==> src/rtl/data_utlb.sv <==
// Micro data-TLB for MEM-stage lookups: 1-cycle hits, refill from the main TLB on miss.
// Optional UTLB_PERF_CNT_EN adds hit/miss performance counters.
module data_utlb #(
  parameter int ENTRIES = 4
) (
  input  logic        clk,
  input  logic        rst,
  input  logic        lookup_valid,
  input  logic [31:0] lookup_vaddr,
  input  logic [9:0]  lookup_asid,
  input  logic        lookup_trans_en,
  input  logic [19:0] lookup_direct_ppn,
  output logic        lookup_ready,
  output logic        resp_valid,
  output logic        resp_found,
  output logic        resp_v,
  output logic        resp_d,
  output logic [1:0]  resp_plv,
  output logic [19:0] resp_tag,
  output logic [4:0]  resp_index,
  output logic        refill_req,
  output logic [31:0] refill_vaddr,
  output logic [9:0]  refill_asid,
  input  logic        refill_ack,
  input  logic        refill_found,
  input  logic [19:0] refill_ppn,
  input  logic [5:0]  refill_ps,
  input  logic        refill_g,
  input  logic        refill_v,
  input  logic        refill_d,
  input  logic [1:0]  refill_plv,
  input  logic [4:0]  refill_index,
  input  logic        inv_all
`ifdef UTLB_PERF_CNT_EN
  ,
  output logic [31:0] perf_hit_cnt,
  output logic [31:0] perf_miss_cnt
`endif
);

  localparam int PW = (ENTRIES > 1) ? $clog2(ENTRIES) : 1;

  typedef enum logic [1:0] {
    IDLE   = 2'd0,
    REFILL = 2'd1,
    RESP   = 2'd2
  } state_t;

  state_t state_q, state_d;

  logic [ENTRIES-1:0] ent_valid;
  logic [ENTRIES-1:0] ent_g;
  logic [ENTRIES-1:0] ent_ps21;
  logic [ENTRIES-1:0] ent_v;
  logic [ENTRIES-1:0] ent_d;
  logic [9:0]         ent_asid  [ENTRIES];
  logic [19:0]        ent_vpn   [ENTRIES];
  logic [19:0]        ent_ppn   [ENTRIES];
  logic [1:0]         ent_plv   [ENTRIES];
  logic [4:0]         ent_index [ENTRIES];

  logic [PW-1:0]      repl_ptr;
  logic               inv_seen;

  logic [ENTRIES-1:0] match;
  logic               hit;
  logic [PW-1:0]      hit_sel;
  logic [19:0]        hit_tag;
  logic [19:0]        refill_tag;
  logic               accept;
  logic               install;
  logic               unused_vaddr_lo;

  assign unused_vaddr_lo = ^lookup_vaddr[11:0];

  assign accept  = lookup_valid && (state_q == IDLE);
  assign install = (state_q == REFILL) && refill_ack && refill_found &&
                   !inv_all && !inv_seen && !rst;

  // A 2 MB entry ignores the low 9 VPN bits; lowest matching index wins.
  always_comb begin
    match   = '0;
    hit     = 1'b0;
    hit_sel = '0;
    for (int i = 0; i < ENTRIES; i++) begin
      match[i] = ent_valid[i] &&
                 (ent_g[i] || (ent_asid[i] == lookup_asid)) &&
                 (ent_vpn[i][19:9] == lookup_vaddr[31:21]) &&
                 (ent_ps21[i] || (ent_vpn[i][8:0] == lookup_vaddr[20:12]));
    end
    for (int i = ENTRIES - 1; i >= 0; i--) begin
      if (match[i]) begin
        hit     = 1'b1;
        hit_sel = PW'(i);
      end
    end
  end

  assign hit_tag    = ent_ps21[hit_sel] ? {ent_ppn[hit_sel][19:9], lookup_vaddr[20:12]}
                                        : ent_ppn[hit_sel];
  assign refill_tag = (refill_ps == 6'd21) ? {refill_ppn[19:9], refill_vaddr[20:12]}
                                           : refill_ppn;

  assign lookup_ready = (state_q == IDLE) && !rst;
  assign refill_req   = (state_q == REFILL) && !refill_ack && !rst;

  always_ff @(posedge clk) begin
    if (rst) state_q <= IDLE;
    else     state_q <= state_d;
  end

  always_comb begin
    state_d = state_q;
    case (state_q)
      IDLE:    if (accept && lookup_trans_en && !hit) state_d = REFILL;
      REFILL:  if (refill_ack) state_d = RESP;
      RESP:    state_d = IDLE;
      default: state_d = IDLE;
    endcase
  end

  always_ff @(posedge clk) begin
    if (rst) begin
      resp_valid   <= 1'b0;
      resp_found   <= 1'b0;
      resp_v       <= 1'b0;
      resp_d       <= 1'b0;
      resp_plv     <= 2'd0;
      resp_tag     <= 20'd0;
      resp_index   <= 5'd0;
      refill_vaddr <= 32'd0;
      refill_asid  <= 10'd0;
      inv_seen     <= 1'b0;
      repl_ptr     <= '0;
      ent_valid    <= '0;
    end else begin
      resp_valid <= 1'b0;
      if (accept) begin
        if (!lookup_trans_en) begin
          resp_valid <= 1'b1;
          resp_found <= 1'b1;
          resp_v     <= 1'b1;
          resp_d     <= 1'b1;
          resp_plv   <= 2'd0;
          resp_tag   <= lookup_direct_ppn;
          resp_index <= 5'd0;
        end else if (hit) begin
          resp_valid <= 1'b1;
          resp_found <= 1'b1;
          resp_v     <= ent_v[hit_sel];
          resp_d     <= ent_d[hit_sel];
          resp_plv   <= ent_plv[hit_sel];
          resp_tag   <= hit_tag;
          resp_index <= ent_index[hit_sel];
        end else begin
          refill_vaddr <= lookup_vaddr;
          refill_asid  <= lookup_asid;
          inv_seen     <= 1'b0;
        end
      end
      if (state_q == REFILL) begin
        if (inv_all) inv_seen <= 1'b1;
        if (refill_ack) begin
          resp_valid <= 1'b1;
          resp_found <= refill_found;
          resp_v     <= refill_v;
          resp_d     <= refill_d;
          resp_plv   <= refill_plv;
          resp_tag   <= refill_tag;
          resp_index <= refill_index;
        end
      end
      if (install) begin
        ent_valid[repl_ptr] <= 1'b1;
        repl_ptr            <= repl_ptr + 1'b1;
      end
      // Invalidate wins over a same-cycle install.
      if (inv_all) ent_valid <= '0;
    end
  end

  always_ff @(posedge clk) begin
    if (install) begin
      ent_g[repl_ptr]     <= refill_g;
      ent_ps21[repl_ptr]  <= (refill_ps == 6'd21);
      ent_v[repl_ptr]     <= refill_v;
      ent_d[repl_ptr]     <= refill_d;
      ent_asid[repl_ptr]  <= refill_asid;
      ent_vpn[repl_ptr]   <= refill_vaddr[31:12];
      ent_ppn[repl_ptr]   <= refill_ppn;
      ent_plv[repl_ptr]   <= refill_plv;
      ent_index[repl_ptr] <= refill_index;
    end
  end

`ifdef UTLB_PERF_CNT_EN
  always_ff @(posedge clk) begin
    if (rst) begin
      perf_hit_cnt  <= 32'd0;
      perf_miss_cnt <= 32'd0;
    end else if (accept && lookup_trans_en) begin
      if (hit) perf_hit_cnt  <= perf_hit_cnt + 32'd1;
      else     perf_miss_cnt <= perf_miss_cnt + 32'd1;
    end
  end
`endif

endmodule

==> config.mk <==
export PLATFORM = sky130hd
export DESIGN_NAME = data_utlb
export DESIGN_NICKNAME = d
export VERILOG_FILES = /design/src/rtl/data_utlb.sv
export SDC_FILE = /design/constraint.sdc
export NUM_CORES = 1
export LEC_CHECK = 0
export BUFFER_PORTS_ARGS = -buffer_cell sky130_fd_sc_hd__buf_4
export CORE_ASPECT_RATIO = 1.2
export CORE_MARGIN = 10
export CORE_UTILIZATION = 55
export CTS_CLUSTER_SIZE = 25
export DETAILED_ROUTE_END_ITERATION = 8
export GPL_ROUTABILITY_DRIVEN = 0
export PLACE_DENSITY = 0.85
export SETUP_SLACK_MARGIN = 0.2
export SLEW_MARGIN = 20
export SYNTH_ARGS = -nofsm -noshare
export SYNTH_HDL_FRONTEND = slang
export SYNTH_SLANG_ARGS = --single-unit
==> constraint.sdc <==
create_clock -name clk -period 8.44 [get_ports clk]
set_input_delay 2.532 -clock clk [delete_from_list [all_inputs] [get_ports clk]]
set_output_delay 2.532 -clock clk [all_outputs]
set_load 0.01 [all_outputs]
==> run_results.csv <==
group,metric,value,unit
synthesis,yosysWarnings,0,
floorplanning,initial_core_util,0.5603,
power_and_ir_drop,pwr-share-clk,0.397,
setup_path,worstSetupEndpointType,"flip-flop",
final_layout,finish.utilization,0.6623,
routing,ant_nets,0,
synthesis,async_reset_ff_frac,0,
routing,drt_iter0_markers,1040,
sta,setup-tns-final,0,ps
routing,vias,9164,
placement,dp_hpwl,23.06,mm
floorplanning,coreArea,23970,µm²
sta,worst_pin_slew,1103,ps
setup_path,cp.arrival,6400,ps
routing,drc,0,
routing,routed_wl,34.65,mm
sta,fmax,168.5,MHz
grt,grtUsageTotal,0.2143,
clock_network,htreeDepth,1,
clock_network,path_clk_slew,60,ps
synthesis,synth.distinct_cells,56,
final_layout,regArea,8969,µm²
setup_path,required,8900,ps
synthesis,synth_enable_flop_cells,244,
power_and_ir_drop,p_seq_frac,0.536,
routing,avgViaCountPerCell,5.997,
synthesis,synth.top_cells.by_area,"edfxtp_1, dfxtp_1, xnor2_1",
routing,firstDrtPassIters,6,
setup_path,max_stage_delay,960,ps
final_layout,multi_input_area,4111,µm²
sta,fin_crit_sh,0.7032,
worst_hold_path,hold_depth,2,
setup_path,worst_setup_path_start_kind,"input pin",
grt,grt_overflow,0,
synthesis,synth_fp_nets,1143,
final_layout,layout_commonest_cell,"edfxtp_1",
routing,drt-wirelength-per-cell,22.68,µm
placement,port_buffers,179,
setup_path,worstReg2RegStart,"ent_asid[3][0]",
power_and_ir_drop,switching_share,0.2186,
power_and_ir_drop,p_switching,720.4,µW
power_and_ir_drop,internal_power,2.575,mW
sta,fin_skew,12.57,ps
power_and_ir_drop,ir_drop,0.1676,mV
power_and_ir_drop,comb_power_share,0.067,
floorplanning,die_h,191.2,µm
final_layout,n_fill_cell,1655,
setup_path,path_max_fanout,42,
clock_network,clkSinkCount,326,
synthesis,synth-seq-cells,326,
clock_network,cts_resized,0,
setup_path,reg2reg_depth,9,
floorplanning,io_pins,180,
grt,grt_pass1_vias,9307,
synthesis,ys_seq_area_frac,0.6677,
clock_network,cts_root_buf,"clkbuf_16",
clock_network,post-cts-setup-buffers,0,
clock_network,cts_hold_buf,0,
clock_network,clock_path_buffers,3,
clock_network,cts_tree,"built",
setup_path,path_buf_inv,1,
sta,setup-violations-final,0,
worst_hold_path,hold_start,"refill_vaddr[1]",
grt,grt_start_max_net_pins,61,
power_and_ir_drop,p_leak,5.698,nW
sta,final.min_clock_period,5935,ps
floorplanning,dieArea,31100,µm²
final_layout,area_delta_synth_final,18.20,%
grt,antenna_found_initial,1,
power_and_ir_drop,totalPowerFinal,3.295,mW
final_layout,layout-drive-gt1-share,0.2154,
setup_path,regToRegEndpoint,"refill_vaddr[5]",
sta,slew_headroom,0.2647,
worst_hold_path,min_to,"refill_vaddr[1]",
sta,finalHoldViolations,0,
floorplanning,num_rows,62,
sta,rsz0062_at_grt,"false",
clock_network,cts_buffers,31,
job,drv_cap,0,
final_layout,layout_common_cells,"edfxtp_1, buf_4, nand2_1, dfxtp_1, a21oi_1",
floorplanning,die_w,162.7,µm
synthesis,synth_top_area_frac,0.5455,
grt,grt_pass1_wl,52.62,mm
power_and_ir_drop,power_density,207.6,nW/µm²
clock_network,clk_latency,550,ps
synthesis,syn_area,13430,µm²
setup_path,rrSetupSlack,4250,ps
sta,drv_slew,0,
synthesis,syn_avg_cell_area,12.99,µm²
worst_hold_path,hp-class,"reg -> reg",
setup_path,cpMaxStageDelayCell,"nor2_4",
synthesis,synth_ff_type,"edfxtp_1",
setup_path,crit_start,"lookup_asid[0]",
synthesis,synthCells,1034,
setup_path,crit_family,"simple AND/OR/NAND/NOR gates",
final_layout,finalNetCount,1294,
setup_path,crit_chain,"buf_4 -> xor2_1 -> nor4_1 -> a41oi_1 -> nor3_4 -> nor4_1 -> nand2_1 -> nor2_4 -> nand2_1 -> a21oi_1",
synthesis,yosysTopAreaCell,"edfxtp_1",
run_status,outcome,"complete, no violations",
setup_path,crit_type,"in -> reg",
-- layout make-up --
cell class / instances / share of cell area
clock inverters: 13 / 0.005753
multi-input cells: 628 / 0.2590
diodes: 1 / 0.0001576
repair buffers: 187 / 0.08842
clock buffers: 42 / 0.05398
flip-flops and latches: 326 / 0.5649
inverters: 11 / 0.002601
well taps: 320 / 0.02522
-- stage by stage --
step                      hold WS (ps)  std cells  setup WS, ps  area (µm²)
after global routing             480.6       1528          2142       15880
after global placement           441.9       1472          2391       14920
after CTS                        456.3       1527          2619       15870
final                            453.7       1528          2505       15880
after floorplan                  448.4       1034          2462       13430
after detailed placement         448.3       1472          2131       14920
-- synthesized netlist by cell type (2+ instances only) --
library cell	count
inv_1	10
nand2b_1	2
buf_6	2
nor2_1	60
nand3_1	2
mux2i_1	30
ha_1	4
o221a_2	7
o221ai_1	11
a21oi_1	72
or3_1	8
clkbuf_1	29
a221oi_1	2
nand2_1	116
o21ai_0	17
and2_1	16
nor3_1	25
a222oi_1	10
dfxtp_1	82
o211ai_1	7
nand3b_1	3
nor4_1	14
xnor2_1	61
o21ai_1	8
o22ai_1	7
nand4_1	25
a2111o_1	10
a41oi_1	8
edfxtp_1	244
buf_4	3
or2_1	2
a21o_1	6
a22oi_1	2
xor2_1	60
mux2_2	8
o21a_1	2
a211oi_1	8
buf_2	33
-- worst max path at each step --
| stage | cells past startpoint | end | slack [ps] |
|---|---|---|---|
| floorplan | 4 | lookup_ready | 2460 |
| global placement | 10 | refill_vaddr[25] | 2390 |
| detailed placement | 10 | refill_vaddr[26] | 2130 |
| CTS | 3 | refill_req | 2620 |
| global route | 10 | refill_vaddr[5] | 2140 |
| finish | 10 | refill_vaddr[5] | 2500 |
-- registers in the layout (all words and copies together) (netlist names), 2 cells and up --
name and cells:
ent_ppn 80, ent_vpn 80, ent_asid 40, refill_vaddr 32, ent_index 20, resp_tag 20
refill_asid 10, ent_plv 8, resp_index 5, ent_d 4, ent_g 4, ent_ps21 4
ent_v 4, ent_valid 4, repl_ptr 2, resp_plv 2, state_q 2
-- worst min-delay path, delay by kind of cell (launching register included) --
family          cells  cell delay (ps)
simple gates        1               50
compound gates      1               50
flops               1              310
-- cell families after synthesis --
family | Yosys count | synth area share
DFF | 326 | 0.6677
and+or+nand+nor | 280 | 0.09772
AOI/OAI and AO/OA | 185 | 0.09465
xor gates and xnor gates | 121 | 0.07890
buffers and inverters | 80 | 0.02822
muxes | 38 | 0.02906
adders and majority gates | 4 | 0.003726
-- metal layers --
layer	track usage	vias up	wire length (µm)
met5	0	-	0
met4	0.06840	0	1022
met3	0.03809	94	2968
met2	0.3800	489	17830
met1	0.2593	4480	12830
li1	-	4101	-
-- power groups by stage --
stage | combinational, mW | sequential (mW) | clock, mW
floorplan | 0.102 | 1.80 | 0
global placement | 0.211 | 1.80 | 0
detailed placement | 0.218 | 1.80 | 0
CTS | 0.220 | 1.77 | 1.32
global route | 0.236 | 1.77 | 1.39
finish | 0.221 | 1.77 | 1.31
(Power assumes the default switching activity.)
